## src/rtl/ama_riscv_bp_pht_seq_pkg.sv

```systemverilog
// Shared types and default widths for the PHT write-port sequencer.
package ama_riscv_bp_pht_seq_pkg;

  localparam int unsigned BP_IDX_BITS   = 5;
  localparam int unsigned BP_CNT_BITS   = 3;
  localparam int unsigned BP_FIFO_DEPTH = 4;

  typedef enum logic {
    SEQ_SWEEP,
    SEQ_IDLE
  } bp_seq_state_t;

  typedef struct packed {
    logic [BP_IDX_BITS-1:0] idx;
    logic [BP_CNT_BITS-1:0] val;
  } bp_pht_wr_t;

endpackage

```

## src/rtl/ama_riscv_bp_pht_seq_if.sv

```systemverilog
// Update/clear inputs and PHT write-port outputs of the PHT sequencer.
interface ama_riscv_bp_pht_seq_if
  import ama_riscv_bp_pht_seq_pkg::*;
#(
  parameter int unsigned IDX_BITS = BP_IDX_BITS,
  parameter int unsigned CNT_BITS = BP_CNT_BITS
);
  logic                clr_req;
  logic                up_valid;
  logic [IDX_BITS-1:0] up_idx;
  logic [CNT_BITS-1:0] up_val;
  logic                pht_we;
  logic [IDX_BITS-1:0] pht_widx;
  logic [CNT_BITS-1:0] pht_wval;
  logic                pred_block;
  logic                clr_busy;
  logic                up_drop;

  modport master (
    output clr_req, up_valid, up_idx, up_val,
    input  pht_we, pht_widx, pht_wval, pred_block, clr_busy, up_drop
  );

  modport slave (
    input  clr_req, up_valid, up_idx, up_val,
    output pht_we, pht_widx, pht_wval, pred_block, clr_busy, up_drop
  );
endinterface

```

## src/rtl/ama_riscv_bp_up_fifo.sv

```systemverilog
// Small synchronous FIFO buffering PHT updates while a clear sweep owns the port.
module ama_riscv_bp_up_fifo
  import ama_riscv_bp_pht_seq_pkg::*;
#(
  parameter int unsigned DEPTH   = BP_FIFO_DEPTH,
  parameter type         entry_t = bp_pht_wr_t
) (
  input  logic   clk,
  input  logic   rst_n,
  input  logic   push,
  input  logic   pop,
  input  logic   flush,
  input  entry_t din,
  output entry_t dout,
  output logic   full,
  output logic   empty
);
  localparam int unsigned AW = $clog2(DEPTH);
  localparam int unsigned PW = AW + 1;

  logic [PW-1:0] wp, rp;
  entry_t        mem [DEPTH];
  logic          do_push, do_pop;

  // Wrap bit separates full from empty when the address bits match.
  assign empty   = (wp == rp);
  assign full    = (wp[AW-1:0] == rp[AW-1:0]) && (wp[PW-1] != rp[PW-1]);
  assign do_push = push && (!full || pop);
  assign do_pop  = pop && !empty;
  assign dout    = mem[rp[AW-1:0]];

  always_ff @(posedge clk or negedge rst_n) begin
    if (!rst_n) begin
      wp <= '0;
      rp <= '0;
    end else if (flush) begin
      wp <= '0;
      rp <= '0;
    end else begin
      wp <= wp + PW'(do_push);
      rp <= rp + PW'(do_pop);
    end
  end

  always_ff @(posedge clk) begin
    if (do_push && !flush) mem[wp[AW-1:0]] <= din;
  end

endmodule

```

## src/rtl/ama_riscv_bp_pht_seq.sv

```systemverilog
// PHT write-port sequencer: clear sweep vs. resolve-time updates, FIFO-buffered.
// Optional statistics outputs enabled by AMA_RISCV_BP_PHT_SEQ_STATS_EN.
module ama_riscv_bp_pht_seq
  import ama_riscv_bp_pht_seq_pkg::*;
#(
  parameter int unsigned IDX_BITS   = BP_IDX_BITS,
  parameter int unsigned CNT_BITS   = BP_CNT_BITS,
  parameter int unsigned INIT_VAL   = 0,
  parameter int unsigned FIFO_DEPTH = BP_FIFO_DEPTH
) (
  input  logic clk,
  input  logic rst_n,
  ama_riscv_bp_pht_seq_if.slave bus
`ifdef AMA_RISCV_BP_PHT_SEQ_STATS_EN
  ,
  output logic [15:0]                   stat_drops,
  output logic [15:0]                   stat_sweeps,
  output logic [$clog2(FIFO_DEPTH):0]   stat_fifo_max
`endif
);
  typedef struct packed {
    logic [IDX_BITS-1:0] idx;
    logic [CNT_BITS-1:0] val;
  } wr_t;

  bp_seq_state_t       state;
  logic [IDX_BITS-1:0] sweep_idx;
  logic                we_q, drop_q, block_q;
  logic [IDX_BITS-1:0] widx_q;
  logic [CNT_BITS-1:0] wval_q;

  wr_t  fifo_din, fifo_head;
  logic fifo_push, fifo_pop, fifo_flush, fifo_full, fifo_empty;
  logic drop, sweep_done;

  ama_riscv_bp_up_fifo #(
    .DEPTH   (FIFO_DEPTH),
    .entry_t (wr_t)
  ) u_fifo (
    .clk   (clk),
    .rst_n (rst_n),
    .push  (fifo_push),
    .pop   (fifo_pop),
    .flush (fifo_flush),
    .din   (fifo_din),
    .dout  (fifo_head),
    .full  (fifo_full),
    .empty (fifo_empty)
  );

  // A clear supersedes every same-cycle update, so nothing is pushed or dropped.
  always_comb begin
    fifo_push    = 1'b0;
    fifo_pop     = 1'b0;
    fifo_flush   = bus.clr_req;
    fifo_din.idx = bus.up_idx;
    fifo_din.val = bus.up_val;
    drop         = 1'b0;
    sweep_done   = 1'b0;
    if (!bus.clr_req) begin
      if (state == SEQ_SWEEP) begin
        fifo_push  = bus.up_valid;
        drop       = bus.up_valid && fifo_full;
        sweep_done = (sweep_idx == '1);
      end else begin
        fifo_pop  = !fifo_empty;
        fifo_push = bus.up_valid && !fifo_empty;
      end
    end
  end

  always_ff @(posedge clk or negedge rst_n) begin
    if (!rst_n) begin
      state     <= SEQ_SWEEP;
      sweep_idx <= '0;
      we_q      <= 1'b0;
      widx_q    <= '0;
      wval_q    <= '0;
      drop_q    <= 1'b0;
      block_q   <= 1'b1;
    end else begin
      we_q    <= 1'b0;
      drop_q  <= drop;
      block_q <= (state == SEQ_SWEEP) || bus.clr_req;
      if (bus.clr_req) begin
        state     <= SEQ_SWEEP;
        sweep_idx <= '0;
      end else if (state == SEQ_SWEEP) begin
        we_q      <= 1'b1;
        widx_q    <= sweep_idx;
        wval_q    <= CNT_BITS'(INIT_VAL);
        sweep_idx <= sweep_done ? '0 : sweep_idx + IDX_BITS'(1);
        if (sweep_done) state <= SEQ_IDLE;
      end else if (!fifo_empty) begin
        we_q   <= 1'b1;
        widx_q <= fifo_head.idx;
        wval_q <= fifo_head.val;
      end else if (bus.up_valid) begin
        we_q   <= 1'b1;
        widx_q <= bus.up_idx;
        wval_q <= bus.up_val;
      end
    end
  end

  assign bus.pht_we     = we_q;
  assign bus.pht_widx   = widx_q;
  assign bus.pht_wval   = wval_q;
  assign bus.pred_block = block_q;
  assign bus.clr_busy   = block_q;
  assign bus.up_drop    = drop_q;

`ifdef AMA_RISCV_BP_PHT_SEQ_STATS_EN
  localparam int unsigned PW = $clog2(FIFO_DEPTH) + 1;
  logic [PW-1:0] occ;
  logic          push_acc, pop_acc;

  // Occupancy is tracked here with the same acceptance rules the FIFO applies.
  assign push_acc = fifo_push && (!fifo_full || fifo_pop);
  assign pop_acc  = fifo_pop && !fifo_empty;

  always_ff @(posedge clk or negedge rst_n) begin
    if (!rst_n) begin
      stat_drops    <= '0;
      stat_sweeps   <= '0;
      stat_fifo_max <= '0;
      occ           <= '0;
    end else begin
      if (drop && (stat_drops != '1)) stat_drops <= stat_drops + 16'd1;
      if (sweep_done && (stat_sweeps != '1)) stat_sweeps <= stat_sweeps + 16'd1;
      occ <= fifo_flush ? '0 : occ + PW'(push_acc) - PW'(pop_acc);
      if (occ > stat_fifo_max) stat_fifo_max <= occ;
    end
  end
`endif

endmodule

```

## src/flat_wrapper.sv

```systemverilog
// flat-port wrapper written by rule: the top's interface ports become plain ports
module ama_riscv_bp_pht_seq_flat import ama_riscv_bp_pht_seq_pkg::*;
#(
  parameter int unsigned IDX_BITS   = BP_IDX_BITS,
  parameter int unsigned CNT_BITS   = BP_CNT_BITS,
  parameter int unsigned INIT_VAL   = 0,
  parameter int unsigned FIFO_DEPTH = BP_FIFO_DEPTH
)
  (clk, rst_n, bus_clr_req, bus_up_valid, bus_up_idx, bus_up_val, bus_pht_we, bus_pht_widx, bus_pht_wval, bus_pred_block, bus_clr_busy, bus_up_drop);
  ama_riscv_bp_pht_seq_if #(.IDX_BITS(IDX_BITS), .CNT_BITS(CNT_BITS)) bus_i ();
  input  logic clk;
  input  logic rst_n;
  input wire logic [$bits(bus_i.clr_req)-1:0] bus_clr_req;
  input wire logic [$bits(bus_i.up_valid)-1:0] bus_up_valid;
  input wire logic [$bits(bus_i.up_idx)-1:0] bus_up_idx;
  input wire logic [$bits(bus_i.up_val)-1:0] bus_up_val;
  output wire logic [$bits(bus_i.pht_we)-1:0] bus_pht_we;
  output wire logic [$bits(bus_i.pht_widx)-1:0] bus_pht_widx;
  output wire logic [$bits(bus_i.pht_wval)-1:0] bus_pht_wval;
  output wire logic [$bits(bus_i.pred_block)-1:0] bus_pred_block;
  output wire logic [$bits(bus_i.clr_busy)-1:0] bus_clr_busy;
  output wire logic [$bits(bus_i.up_drop)-1:0] bus_up_drop;
  assign bus_i.clr_req = bus_clr_req;
  assign bus_i.up_valid = bus_up_valid;
  assign bus_i.up_idx = bus_up_idx;
  assign bus_i.up_val = bus_up_val;
  assign bus_pht_we = bus_i.pht_we;
  assign bus_pht_widx = bus_i.pht_widx;
  assign bus_pht_wval = bus_i.pht_wval;
  assign bus_pred_block = bus_i.pred_block;
  assign bus_clr_busy = bus_i.clr_busy;
  assign bus_up_drop = bus_i.up_drop;
  ama_riscv_bp_pht_seq #(.IDX_BITS(IDX_BITS), .CNT_BITS(CNT_BITS), .INIT_VAL(INIT_VAL), .FIFO_DEPTH(FIFO_DEPTH)) u_core (.clk(clk), .rst_n(rst_n), .bus(bus_i));
endmodule
```

## config.mk

```make
export PLATFORM = sky130hd
export DESIGN_NAME = ama_riscv_bp_pht_seq_flat
export DESIGN_NICKNAME = d
export VERILOG_FILES = /design/src/rtl/ama_riscv_bp_pht_seq_pkg.sv /design/src/rtl/ama_riscv_bp_pht_seq_if.sv /design/src/rtl/ama_riscv_bp_up_fifo.sv /design/src/rtl/ama_riscv_bp_pht_seq.sv /design/src/flat_wrapper.sv
export SDC_FILE = /design/constraint.sdc
export NUM_CORES = 1
export LEC_CHECK = 0
export ABC_AREA = 1
export ABC_CLOCK_PERIOD_IN_PS = 2000
export BUFFER_PORTS_ARGS = -buffer_cell sky130_fd_sc_hd__buf_2
export CORE_UTILIZATION = 40
export CTS_CLUSTER_DIAMETER = 150
export CTS_CLUSTER_SIZE = 10
export DETAILED_ROUTE_END_ITERATION = 12
export SLEW_MARGIN = 30
export SYNTH_ARGS = -nofsm -noshare
export SYNTH_HDL_FRONTEND = slang
export SYNTH_SLANG_ARGS = --single-unit
```

## constraint.sdc

```tcl
create_clock -name clk -period 2 [get_ports clk]
set_clock_uncertainty 0.15 [all_clocks]
set_input_delay 0.3 -clock clk [delete_from_list [all_inputs] [get_ports clk]]
set_output_delay 0.3 -clock clk [all_outputs]
set_load 0.05 [all_outputs]
```

==> flow_metrics.env <==
export IMPL_htreeDepth=2
export IMPL_worstSkewPairLatency_ns=0.31
export IMPL_setup_viol=0
export IMPL_r2r_start="u_core.u_fifo.wp[0]"
export IMPL_cts_buffers=5
export IMPL_critPathMaxFanout=5
export IMPL_p_leak_nw=1.51
export IMPL_relSlewSlack_pct=66.1
export IMPL_synth_cells=285
export IMPL_grtUsageTotal_pct=15.8
export IMPL_grt_pass1_vias=1804
export IMPL_cts_sinks=55
export IMPL_grt_ovfl_total=0
export IMPL_worstSetupPathType="flip-flop to flip-flop"
export IMPL_cts_clk_slew_worst_paths_ns=0.10
export IMPL_p_total_mw=2.21
export IMPL_hold_path_endpoint="u_core.u_fifo.mem[3][5]"
export IMPL_vias_per_cell=4.63
export IMPL_netlist_area_um2=2660
export IMPL_core_area_um2=6390
export IMPL_layout_drive_gt1_share_pct=23.5
export IMPL_path_cells="inv_2, nand2_2, nand2_4, nand2_1, nor3_1, nor2_1, nand2_1, inv_1, ha_1, ha_1, o21ai_1, a21oi_1"
export IMPL_cts_tree="yes"
export IMPL_dieArea_um2=6970
export IMPL_area_growth_syn_to_layout_pct=15.5
export IMPL_p_per_area_nw_per_um2=719
export IMPL_slowest_delay_ns=0.45
export IMPL_drv_cap=0
export IMPL_start_util_pct=41.6
export IMPL_finalHoldViolations=0
export IMPL_final_util_pct=48.1
export IMPL_outcome="completed"
export IMPL_synth_seq_cells=55
export IMPL_antenna_found_initial=0
export IMPL_ys_types=28
export IMPL_ir_drop_mv=0.344
export IMPL_fin_crit_ns=1.84
export IMPL_yosys_warnings=0
export IMPL_die_y_um=83.5
export IMPL_vias=1875
export IMPL_crit_required_ns=2.06
export IMPL_finalNetCount=345
export IMPL_hp_start="bus_up_idx[2]"
export IMPL_worst_hold_path_type="input pin to flip-flop"
export IMPL_ant_nets=0
export IMPL_diodes=0
export IMPL_slew_violations=0
export IMPL_pin_count=24
export IMPL_totalWireLength_um=5170
export IMPL_wl_per_cell_um=12.8
export IMPL_mostFrequentLayoutCell="nand2_1"
export IMPL_fmax_ghz=0.545
export IMPL_placed_area_um2=2930
export IMPL_gp_congestion=0.778
export IMPL_rows=29
export IMPL_regToRegEndpoint="u_core.u_fifo.wp[2]"
export IMPL_die_w_um=83.5
export IMPL_tightest_slew_ns=0.509
export IMPL_min_period_over_period_pct=91.8
export IMPL_min_path_cells=1
export IMPL_grt_start_max_net_pins=24
export IMPL_drt_pass1_iterations=4
export IMPL_port_buffers=23
export IMPL_worstPathArrival_ns=1.89
export IMPL_crit_path_end_kind="flip-flop"
export IMPL_drtIter0Drc=47
export IMPL_mostFrequentLayoutCells="nand2_1 (93), inv_1 (37), edfxtp_1 (32), nor2_1 (27), buf_2 (23)"
export IMPL_start_kind="flip-flop"
export IMPL_syn_area_per_cell_um2=9.32
export IMPL_grt_pass1_wl_um=8570
export IMPL_reg2reg_slack_ns=0.16
export IMPL_dp_hpwl_um=3650
export IMPL_syn_nets=303
export IMPL_r2r_cells=12
export IMPL_ys_seq_area_share_pct=57.9
export IMPL_clk_path_buf_depth=2
export IMPL_drc_errors=0
export IMPL_cts_root_buf="clkbuf_8"
export IMPL_fin_area_um2=3070
export IMPL_crit_path_top_delay_cell="dfrtp_1"
[final cells by class]
| type | count | area, µm² |
|---|---|---|
| clock buffers | 5 | 68.8 |
| clock inverters | 3 | 42.5 |
| fillers | 597 | 3320 |
| inverters | 42 | 170 |
| multi-input cells | 180 | 883 |
| flip-flops and latches | 55 | 1540 |
| well taps | 77 | 96.3 |
| repair buffers | 43 | 268 |
[flip-flops by register name (all words and copies together) (netlist names)]
signal and count:
u_core.bus.clr_busy 1, u_core.bus.pht_we 1, u_core.bus.pht_widx 5, u_core.bus.pht_wval 3, u_core.bus.up_drop 1, u_core.state 1, u_core.sweep_idx 5, u_core.u_fifo.mem 32
u_core.u_fifo.rp 3, u_core.u_fifo.wp 3
[cells in the mapped netlist, drive strengths merged]
| cell type | n | area [µm²] |
|---|---|---|
| ha | 6 | 75.1 |
| nand2 | 104 | 438 |
| inv | 42 | 170 |
| o22ai | 1 | 6.26 |
| nor2 | 27 | 101 |
| or2 | 6 | 37.5 |
| nand4 | 6 | 43.8 |
| edfxtp | 32 | 961 |
| nand3 | 15 | 87.6 |
| a32o | 2 | 20.0 |
| xnor2 | 1 | 8.76 |
| nor4 | 1 | 6.26 |
| dfrtp | 22 | 551 |
| o21ai | 6 | 30.0 |
| buf | 8 | 66.3 |
| a21oi | 2 | 10.0 |
| dfstp | 1 | 26.3 |
| xor2 | 1 | 8.76 |
| nor3 | 2 | 10.0 |
[report_power, final]
part	internal, mW	switching (mW)
Clock	0.374	0.373
Combinational	0.0722	0.140
Sequential	1.23	0.0163
[worst max-delay path, delay by kind of cell, from the launching register on]
family          cells  cell delay, ns
flops               1            0.45
simple gates        6            0.45
fa+ha+maj           2            0.35
compound gates      2            0.18
buf+inv             2            0.15
[stage by stage]
step | std cells | worst slack [ns] | hold slack [ns] | setup TNS, ns
final | 405 | 0.164 | 0.0690 | 0
after floorplan | 285 | 0.0573 | -0.146 | 0
after global routing | 405 | -0.00596 | 0.0603 | -0.00596
after CTS | 403 | 0.0585 | 0.0637 | 0
after global placement | 394 | 0.0975 | 0.146 | 0
after detailed placement | 394 | 0.0772 | 0.154 | 0
[layer usage]
metal	vias to the layer above	global-route usage, %	wire [µm]
li1	987	-	-
met1	854	20.4	2420
met2	28	27.2	2520
met3	6	3.17	156
met4	0	4.62	63
met5	-	0	0
[worst max-delay path by stage]
| stage | startpoint | end | slack (ns) | cells past startpoint |
|---|---|---|---|---|
| after floorplan | u_core.u_fifo.rp[1] | u_core.u_fifo.wp[2] | 0.06 | 13 |
| after global routing | u_core.u_fifo.wp[0] | u_core.u_fifo.wp[2] | -0.006 | 12 |
| after detailed placement | u_core.u_fifo.wp[1] | u_core.u_fifo.wp[2] | 0.08 | 12 |
| after CTS | u_core.u_fifo.wp[1] | u_core.u_fifo.wp[2] | 0.06 | 12 |
| final | u_core.u_fifo.wp[0] | u_core.u_fifo.wp[2] | 0.16 | 12 |
| after global placement | u_core.u_fifo.wp[1] | u_core.u_fifo.wp[2] | 0.1 | 12 |
[kinds of logic (layout without fill, tap and decap cells)]
family                   Yosys count  after routing  share of synthesized area [%]
flip-flops                        55             55                           57.9
buffers and inverters             50             93                           8.90
AO/OA/AOI/OAI                     11             11                           2.50
XOR/XNOR                           2              2                          0.659
AND/OR/NAND/NOR                  161            161                           27.3
adder cells (fa/ha/maj)            6              6                           2.82
[what timing repair did]
action                                 CTS  global route
setup endpoints to repair                0             2
endpoints found under the hold margin   22             0
gates resized for setup                  0             6
hold buffers                             1             0
buffers inserted                         0             2
No activity file was read; power rests on OpenSTA's default activity.
